File: src/rtl/regfile_dec_pkg.sv
// Shared constants and types for the register-file write-enable decoder.
// Defaults describe the 32-entry integer file where X31 reads as zero.
package regfile_dec_pkg;

    localparam int DEF_SEL_W = 5;
    localparam int XZR_INDEX = 31;
    localparam int DEF_CNT_W = 8;

    // Only the zero register is hardwired; writes to it are dropped but counted.
    localparam logic [31:0] DEF_ZERO_MASK = 32'h1 << XZR_INDEX;

    // One in-flight request at the default select width.
    typedef struct packed {
        logic                 valid;
        logic [DEF_SEL_W-1:0] sel;
    } dec_stage_t;

endpackage

File: src/rtl/onehot_decoder_n.sv
// Combinational N-to-2^N one-hot decoder with a global enable.
// Output is all zero when en is low.
module onehot_decoder_n #(
    parameter int SEL_W = 5
) (
    input  logic [SEL_W-1:0]      sel,
    input  logic                  en,
    output logic [2**SEL_W-1:0]   onehot
);

    always_comb begin
        onehot = '0;
        if (en) onehot[sel] = 1'b1;
    end

endmodule

File: src/rtl/regfile_wr_decoder.sv
// Pipelined write-enable decoder for the register file: 1 or 2 register stages,
// hardwired-zero output mask, flush, and a saturating masked-write counter.
module regfile_wr_decoder
    import regfile_dec_pkg::*;
#(
    parameter int                      SEL_W       = DEF_SEL_W,
    parameter int                      PIPE_STAGES = 1,
    parameter logic [(2**SEL_W)-1:0]   ZERO_MASK   = DEF_ZERO_MASK,
    parameter int                      CNT_W       = DEF_CNT_W
) (
    input  logic                   clk,
    input  logic                   reset_n,
    input  logic                   in_valid,
    input  logic [SEL_W-1:0]       in_sel,
    input  logic                   in_enable,
    input  logic                   flush,
    input  logic                   clr_cnt,
    output logic [(2**SEL_W)-1:0]  out_we,
    output logic                   out_valid,
    output logic [SEL_W-1:0]       out_sel,
    output logic                   masked_hit,
    output logic [CNT_W-1:0]       masked_cnt
);

    localparam int NUM_OUT = 2**SEL_W;

    if (PIPE_STAGES != 1 && PIPE_STAGES != 2) begin : g_bad_stages
        $error("regfile_wr_decoder: PIPE_STAGES must be 1 or 2");
    end

    typedef struct packed {
        logic             valid;
        logic [SEL_W-1:0] sel;
    } stage_t;

    // Tap 0 is the incoming request; tap PIPE_STAGES is the output stage.
    logic [PIPE_STAGES:0]              vld_pipe;
    logic [PIPE_STAGES:1]              vld_q;
    logic [PIPE_STAGES:0][SEL_W-1:0]   sel_pipe;
    logic [PIPE_STAGES:1][SEL_W-1:0]   sel_q;

    assign vld_pipe = {vld_q, in_valid & in_enable & ~flush};
    assign sel_pipe = {sel_q, in_sel};

    always_ff @(posedge clk or negedge reset_n) begin
        if (!reset_n) begin
            vld_q <= '0;
            sel_q <= '0;
        end else begin
            vld_q <= flush ? '0 : vld_pipe[PIPE_STAGES-1:0];
            // sel only moves with a live request so out_sel holds across bubbles
            for (int i = 1; i <= PIPE_STAGES; i++) begin
                if (vld_pipe[i-1] && !flush) sel_q[i] <= sel_pipe[i-1];
            end
        end
    end

    // Request feeding the decoder, one stage ahead of the output register.
    stage_t dec_in;
    logic   dec_masked;
    logic   dec_en;
    logic   masked_nxt;
    logic [NUM_OUT-1:0] dec_onehot;

    assign dec_in     = '{valid: vld_pipe[PIPE_STAGES-1] & ~flush,
                          sel:   sel_pipe[PIPE_STAGES-1]};
    assign dec_masked = ZERO_MASK[dec_in.sel];
    assign dec_en     = dec_in.valid & ~dec_masked;
    assign masked_nxt = dec_in.valid & dec_masked;

    onehot_decoder_n #(
        .SEL_W (SEL_W)
    ) u_dec (
        .sel    (dec_in.sel),
        .en     (dec_en),
        .onehot (dec_onehot)
    );

    always_ff @(posedge clk or negedge reset_n) begin
        if (!reset_n) begin
            out_we     <= '0;
            masked_hit <= 1'b0;
        end else begin
            out_we     <= dec_onehot;
            masked_hit <= masked_nxt;
        end
    end

    assign out_valid = vld_q[PIPE_STAGES];
    assign out_sel   = sel_q[PIPE_STAGES];

    // Counts on the edge masked_hit rises; clear beats a same-edge increment.
    always_ff @(posedge clk or negedge reset_n) begin
        if (!reset_n) begin
            masked_cnt <= '0;
        end else if (clr_cnt) begin
            masked_cnt <= '0;
        end else if (masked_nxt && masked_cnt != {CNT_W{1'b1}}) begin
            masked_cnt <= masked_cnt + 1'b1;
        end
    end

endmodule

File: config.mk
export PLATFORM = sky130hd
export DESIGN_NAME = regfile_wr_decoder
export DESIGN_NICKNAME = d
export VERILOG_FILES = /design/src/rtl/regfile_dec_pkg.sv /design/src/rtl/onehot_decoder_n.sv /design/src/rtl/regfile_wr_decoder.sv
export SDC_FILE = /design/constraint.sdc
export NUM_CORES = 1
export LEC_CHECK = 0
export ABC_AREA = 1
export BUFFER_PORTS_ARGS = -buffer_cell sky130_fd_sc_hd__buf_4
export CORE_ASPECT_RATIO = 0.8
export CORE_MARGIN = 2
export CORE_UTILIZATION = 50
export CTS_CLUSTER_SIZE = 24
export DETAILED_ROUTE_END_ITERATION = 8
export PLACE_DENSITY = 0.8
export REMOVE_ABC_BUFFERS = 1
export SLEW_MARGIN = 10
export SYNTH_ARGS = -nofsm -noshare
export SYNTH_HDL_FRONTEND = slang
export SYNTH_HIERARCHICAL = 1
export SYNTH_SLANG_ARGS = --single-unit
File: constraint.sdc
create_clock -name clk -period 1.7 [get_ports clk]
set_clock_uncertainty 0.1 [all_clocks]
set_input_delay 0.17 -clock clk [delete_from_list [all_inputs] [get_ports clk]]
set_output_delay 0.17 -clock clk [all_outputs]
set_load 0.02 [all_outputs]
---- Word level (Yosys, flattened, before mapping) ----
Memories as Yosys holds them, arrays and structs flattened.
Cells that the tools add are included.
Widths: inputs -> output; s select.
cells by class
  add/sub/neg operators ................... 1
  $lt $le $gt $ge ......................... 2
  equal/unequal tests ..................... 1
  multiplexer cells ....................... 7
  bitwise logic cells ..................... 7
  reduce and logical (&&, ||, !) cells .... 5
operator list
  cell                 count
  $mux 32              1
  $mux 8               2
  $add 8x1->8 const B  1
  $ne 8x8->1 const B   1
  $lt 5x6->1 const B   1
  $and 1x1->1          5
  $demux 1 s5          1
  $ge 5x1->1 const B   1
  $logic_and 1x1->1    3
  $mux 1               3
  $not 1->1            2
  $reduce_bool 2->1    1
  $logic_not 1->1      1
word-level totals
  register bits ........................... 47
  ROM bits ................................ 32
  input port bits ......................... 11
  logic and storage cells ................. 29
  memories ................................ 1
memories
  name              depth  bits a word  read ports  clocked after Yosys merged registers in  write ports  line                      RTL
  (name not given)  32     1            1           0                                        0            regfile_wr_decoder.sv:67  assign dec_masked = ZERO_MASK[dec_in.sel];

---- Longest topological paths before layout ----
  depth in word-level cells ............... 7
  depth in mapped cells ................... 8
  gate-level depth less buffers ........... 8

---- Hierarchy ----
Netlist, hierarchy kept.
modules (own cells, without submodules)
  module              times used  cells each  area each (µm²)  seq. area each (µm²)
  regfile_wr_decoder  1           143         1634.1           1176.1
  onehot_decoder_n    1           50          200.2            0.0

---- Worst setup path after synthesis ----
OpenSTA, ideal clock, no wires.
  kind .................................... register -> register
  start ................................... reg masked_cnt[1]
  end ..................................... reg masked_cnt[4]
  arrival time ............................ 1260 ps
  data required time ...................... 1483 ps
  path slack .............................. 223 ps
  stages on the path, launching flop included .. 9
  clock period less this slack ............ 1477 ps
  cells stage by stage .................... dfrtp_1 -> ha_1 -> nand2_2 -> nor2_4 -> nand3_2 -> nand3_4 -> nand2_4 -> nand2_1 -> nand2_1
between the ends
  longest elaborated chain between the ends .. 3
  elaborated cells on any way between the ends .. 6
  classes of those cells .................. 1 x add/sub; 1 x eq/ne; 2 x mux; 2 x reduce/logical
RTL lines
  element                                      line                                                RTL
  start: declaration                           regfile_wr_decoder.sv:22                            output logic [CNT_W-1:0] masked_cnt
  start signal: assignment                     regfile_wr_decoder.sv:99                            masked_cnt <= masked_cnt + 1'b1;
  $add 8x1->8 or $ne 8x8->1 (tied branches)    regfile_wr_decoder.sv:99, regfile_wr_decoder.sv:98
  $mux 8 or $logic_and 1x1->1 (tied branches)  regfile_wr_decoder.sv:98                            end else if (masked_nxt && masked_cnt != {CNT_W{1'b1}}) begin
  $mux 8 or $reduce_bool 2->1 (tied branches)  n/a
Several ways; a longest one is shown, not always the timed one. The select of a mux whose other input is x is not followed.
A chain may end at the register's enable or synchronous reset.

---- Worst setup path in the final report ----
  start ................................... reg masked_cnt[1]
  end ..................................... reg masked_cnt[7]
Same word-level chain as after synthesis.

==> load_flow_metrics.sql <==
INSERT INTO impl_metrics (metric_group, metric, value, unit) VALUES
('worst_setup_path', 'timing.critical_path.from', 'masked_cnt[1]', ''),
('worst_setup_path', 'cp_slowest_cell', 'sky130_fd_sc_hd__dfrtp_1', ''),
('worst_setup_path', 'r2r_cells', '8', ''),
('cts', 'postCtsHoldBufs', '1', ''),
('global_routing', 'vias_in_the_first_global_route', '1447', ''),
('sta', 'rsz0062_at_grt', 'no', ''),
('floorplanning', 'die_area', '4172', 'µm²'),
('route', 'initialDrtViolationCount', '155', ''),
('floorplanning', 'start_util', '0.5285', ''),
('route', 'route.detailed.wl_per_inst', '14.25', 'µm'),
('route', 'via_count', '1546', ''),
('finish', 'layout.core_utilization', '0.7037', ''),
('floorplanning', 'chipHeight', '58.18', 'µm'),
('cts', 'cts_made_buffers', '5', ''),
('finish', 'fillers', '271', ''),
('floorplanning', 'design.portCount', '58', ''),
('sta', 'fin_setup_tns', '0', 'ps'),
('flow_run', 'cap_violations', '0', ''),
('sta', 'clock.fmax', '638.1', 'MHz'),
('finish', 'num-nets-final', '270', ''),
('floorplanning', 'placeableCoreArea', '3471', 'µm²'),
('yosys', 'count_of_yosys_warnings_during_synthesis', '6', ''),
('worst_setup_path', 'critical_path.top_delay_family', 'simple AND/OR/NAND/NOR gates', ''),
('route', 'route.detailed.drc', '0', ''),
('placement', 'port-buffer-count', '57', ''),
('worst_setup_path', 'rrSetupSlack', '130', 'ps'),
('yosys', 'synthesis.area', '1834', 'µm²'),
('pwr', 'max-vdd-ir-drop', '0.0007811', 'V'),
('sta', 'max_slew.worst_pin.slew', '571.2', 'ps'),
('cts', 'cts_tree', 'done', ''),
('cts', 'cts.reportedPaths.clkPinSlew', '90', 'ps'),
('sta', 'final_worst_hold_slack', '23.37', 'ps'),
('cts', 'cts-root-to-sink-buffers', '2', ''),
('yosys', 'synthDominantCellAreaShare', '0.6412', ''),
('yosys', 'netlist-cell-type-count', '16', ''),
('cts', 'cts_setup_buffers', '0', ''),
('route', 'sum_of_routed_wire_length_over_all_layers', '4290', 'µm'),
('yosys', 'ys_seq_elements', '47', ''),
('sta', 'timing.max_slew.rel_slack', '0.6192', ''),
('worst_setup_path', 'cp.arrival', '1650', 'ps'),
('worst_setup_path', 'setup.worst_path.class', 'flip-flop to flip-flop', ''),
('floorplanning', 'die_x', '71.72', 'µm'),
('worst_hold_path', 'min_from', 'in_sel[0]', ''),
('sta', 'period_utilization', '0.9219', ''),
('cts', 'cts_resized', '0', ''),
('pwr', 'report.power.total', '2.147', 'mW'),
('sta', 'hold_viol', '0', ''),
('worst_hold_path', 'timing.hold.worst.class', 'input pin to flip-flop', ''),
('worst_setup_path', 'path_cells', 'ha_1 > nand2_2 > nor2_4 > nand3_2 > nand3_4 > nand2_4 > nand2_1 > nand2_1', ''),
('worst_setup_path', 'critical_path_required', '1790', 'ps'),
('pwr', 'power_per_cell_area', '878.9', 'nW/µm²'),
('floorplanning', 'core.rowCount', '19', ''),
('yosys', 'post_synth.cell_area_avg', '9.504', 'µm²'),
('worst_hold_path', 'worstHoldEndpoint', 'out_sel[0]', ''),
('worst_setup_path', 'critical-path-max-stage-delay', '430', 'ps'),
('route', 'detail_route.first_pass.iterations', '4', ''),
('finish', 'antennaDiodeCount', '0', ''),
('sta', 'layout_min_cycle_time', '1567', 'ps'),
('route', 'postRouteAntennaNets', '0', ''),
('finish', 'final_layout_size_suffix_gt1_frac', '0.2934', ''),
('worst_setup_path', 'critPathCaptureType', 'flip-flop', ''),
('sta', 'setup_violations', '0', ''),
('global_routing', 'global_route.usage.total', '0.2201', ''),
('run_status', 'status', 'finished, final reports clean', ''),
('cts', 'worstSkewPairLatency', '290', 'ps'),
('worst_setup_path', 'reg2reg_from', 'masked_cnt[1]', ''),
('worst_setup_path', 'worstPathMaxFanout', '9', ''),
('cts', 'numClockSinks', '47', ''),
('finish', 'fin_area', '2442', 'µm²'),
('placement', 'dpl.hpwl', '2984', 'µm'),
('pwr', 'power_leakage', '1.302', 'nW');
report_power, final:
group          internal [mW]  switching, mW  leakage, nW
sequential              1.14         0.0122        0.648
combinational         0.0612          0.113        0.599
clock                  0.443          0.378       0.0548
cell usage in the layout (no fill, tap or decap), types with 2 or more instances in the layout:
cell                        n
sky130_fd_sc_hd__nand2_1   41
sky130_fd_sc_hd__inv_1     15
sky130_fd_sc_hd__buf_4     58
sky130_fd_sc_hd__nor2_2     3
sky130_fd_sc_hd__dfrtp_1   47
sky130_fd_sc_hd__nand2_2    2
sky130_fd_sc_hd__clkbuf_8   5
sky130_fd_sc_hd__nor2_1    48
sky130_fd_sc_hd__nor2_4     2
sky130_fd_sc_hd__nand3_1   27
final cells by class:
cell class | count | area [µm²] | share of cell area
flip-flops and latches | 47 | 1176 | 0.4816
inverters | 15 | 56.30 | 0.02305
clock inverters | 3 | 46.29 | 0.01895
clock buffers | 5 | 68.82 | 0.02818
multi-input cells | 130 | 596.8 | 0.2444
well taps | 42 | 52.55 | 0.02152
repair buffers | 59 | 445.4 | 0.1824
per-stage QoR:
step / setup WS, ps / std cells
global placement: 235.3 / 292
finish: 132.8 / 301
global route: 24.13 / 301
detailed placement: 184.4 / 292
floorplan: 212.9 / 192
CTS: 149.4 / 301
cell families (layout without fill, tap and decap cells):
group | after synthesis | after routing | share of synthesized area
flip-flops | 47 | 47 | 0.6412
buffers and inverters | 16 | 82 | 0.03342
adder cells (fa/ha/maj) | 1 | 1 | 0.006820
AND/OR/NAND/NOR | 127 | 127 | 0.3090
XOR/XNOR | 2 | 2 | 0.009552
worst max-delay path by stage:
stage                    endpoint  cells after the start
finish              masked_cnt[7]                      8
global route        masked_cnt[7]                      8
CTS                 masked_cnt[7]                      8
detailed placement  masked_cnt[7]                      8
global placement    masked_cnt[7]                      8
floorplan           masked_cnt[4]                      8
cell usage after synthesis:
cell type and count:
sky130_fd_sc_hd__dfrtp_1 47, sky130_fd_sc_hd__nand3_1 27, sky130_fd_sc_hd__nor2_4 2, sky130_fd_sc_hd__nor2_1 48, sky130_fd_sc_hd__nand2_1 41, sky130_fd_sc_hd__nor2_2 3, sky130_fd_sc_hd__buf_2 1, sky130_fd_sc_hd__nand2_2 2
sky130_fd_sc_hd__nand3_2 1, sky130_fd_sc_hd__nand2_4 1, sky130_fd_sc_hd__nand3_4 1, sky130_fd_sc_hd__ha_1 1, sky130_fd_sc_hd__nor3_1 1, sky130_fd_sc_hd__xnor2_1 1, sky130_fd_sc_hd__xor2_1 1, sky130_fd_sc_hd__inv_1 15
state kept, by name, summed over array words and instances (netlist names):
name and flops:
out_we 32, masked_cnt 8, out_sel 5, masked_hit 1
out_valid 1
per-layer routing:
| metal | part of all wire | routed length (µm) | GRT usage | vias up |
|---|---|---|---|---|
| met4 | 0.012 | 51 | 0.07008 | 0 |
| met1 | 0.41 | 1765 | 0.3116 | 731 |
| met3 | 0.084 | 360 | 0.05043 | 6 |
| met5 | 0 | 0 | 0 | - |
| li1 | - | - | - | 726 |
| met2 | 0.49 | 2114 | 0.3426 | 83 |
worst register-to-register path: stages, from the launching register on:
cell and delay [ps]:
sky130_fd_sc_hd__dfrtp_1 430, sky130_fd_sc_hd__ha_1 250, sky130_fd_sc_hd__nand2_2 100, sky130_fd_sc_hd__nor2_4 140, sky130_fd_sc_hd__nand3_2 100, sky130_fd_sc_hd__nand3_4 150, sky130_fd_sc_hd__nand2_4 70, sky130_fd_sc_hd__nand2_1 80
sky130_fd_sc_hd__nand2_1 50
(Power assumes the default switching activity.)
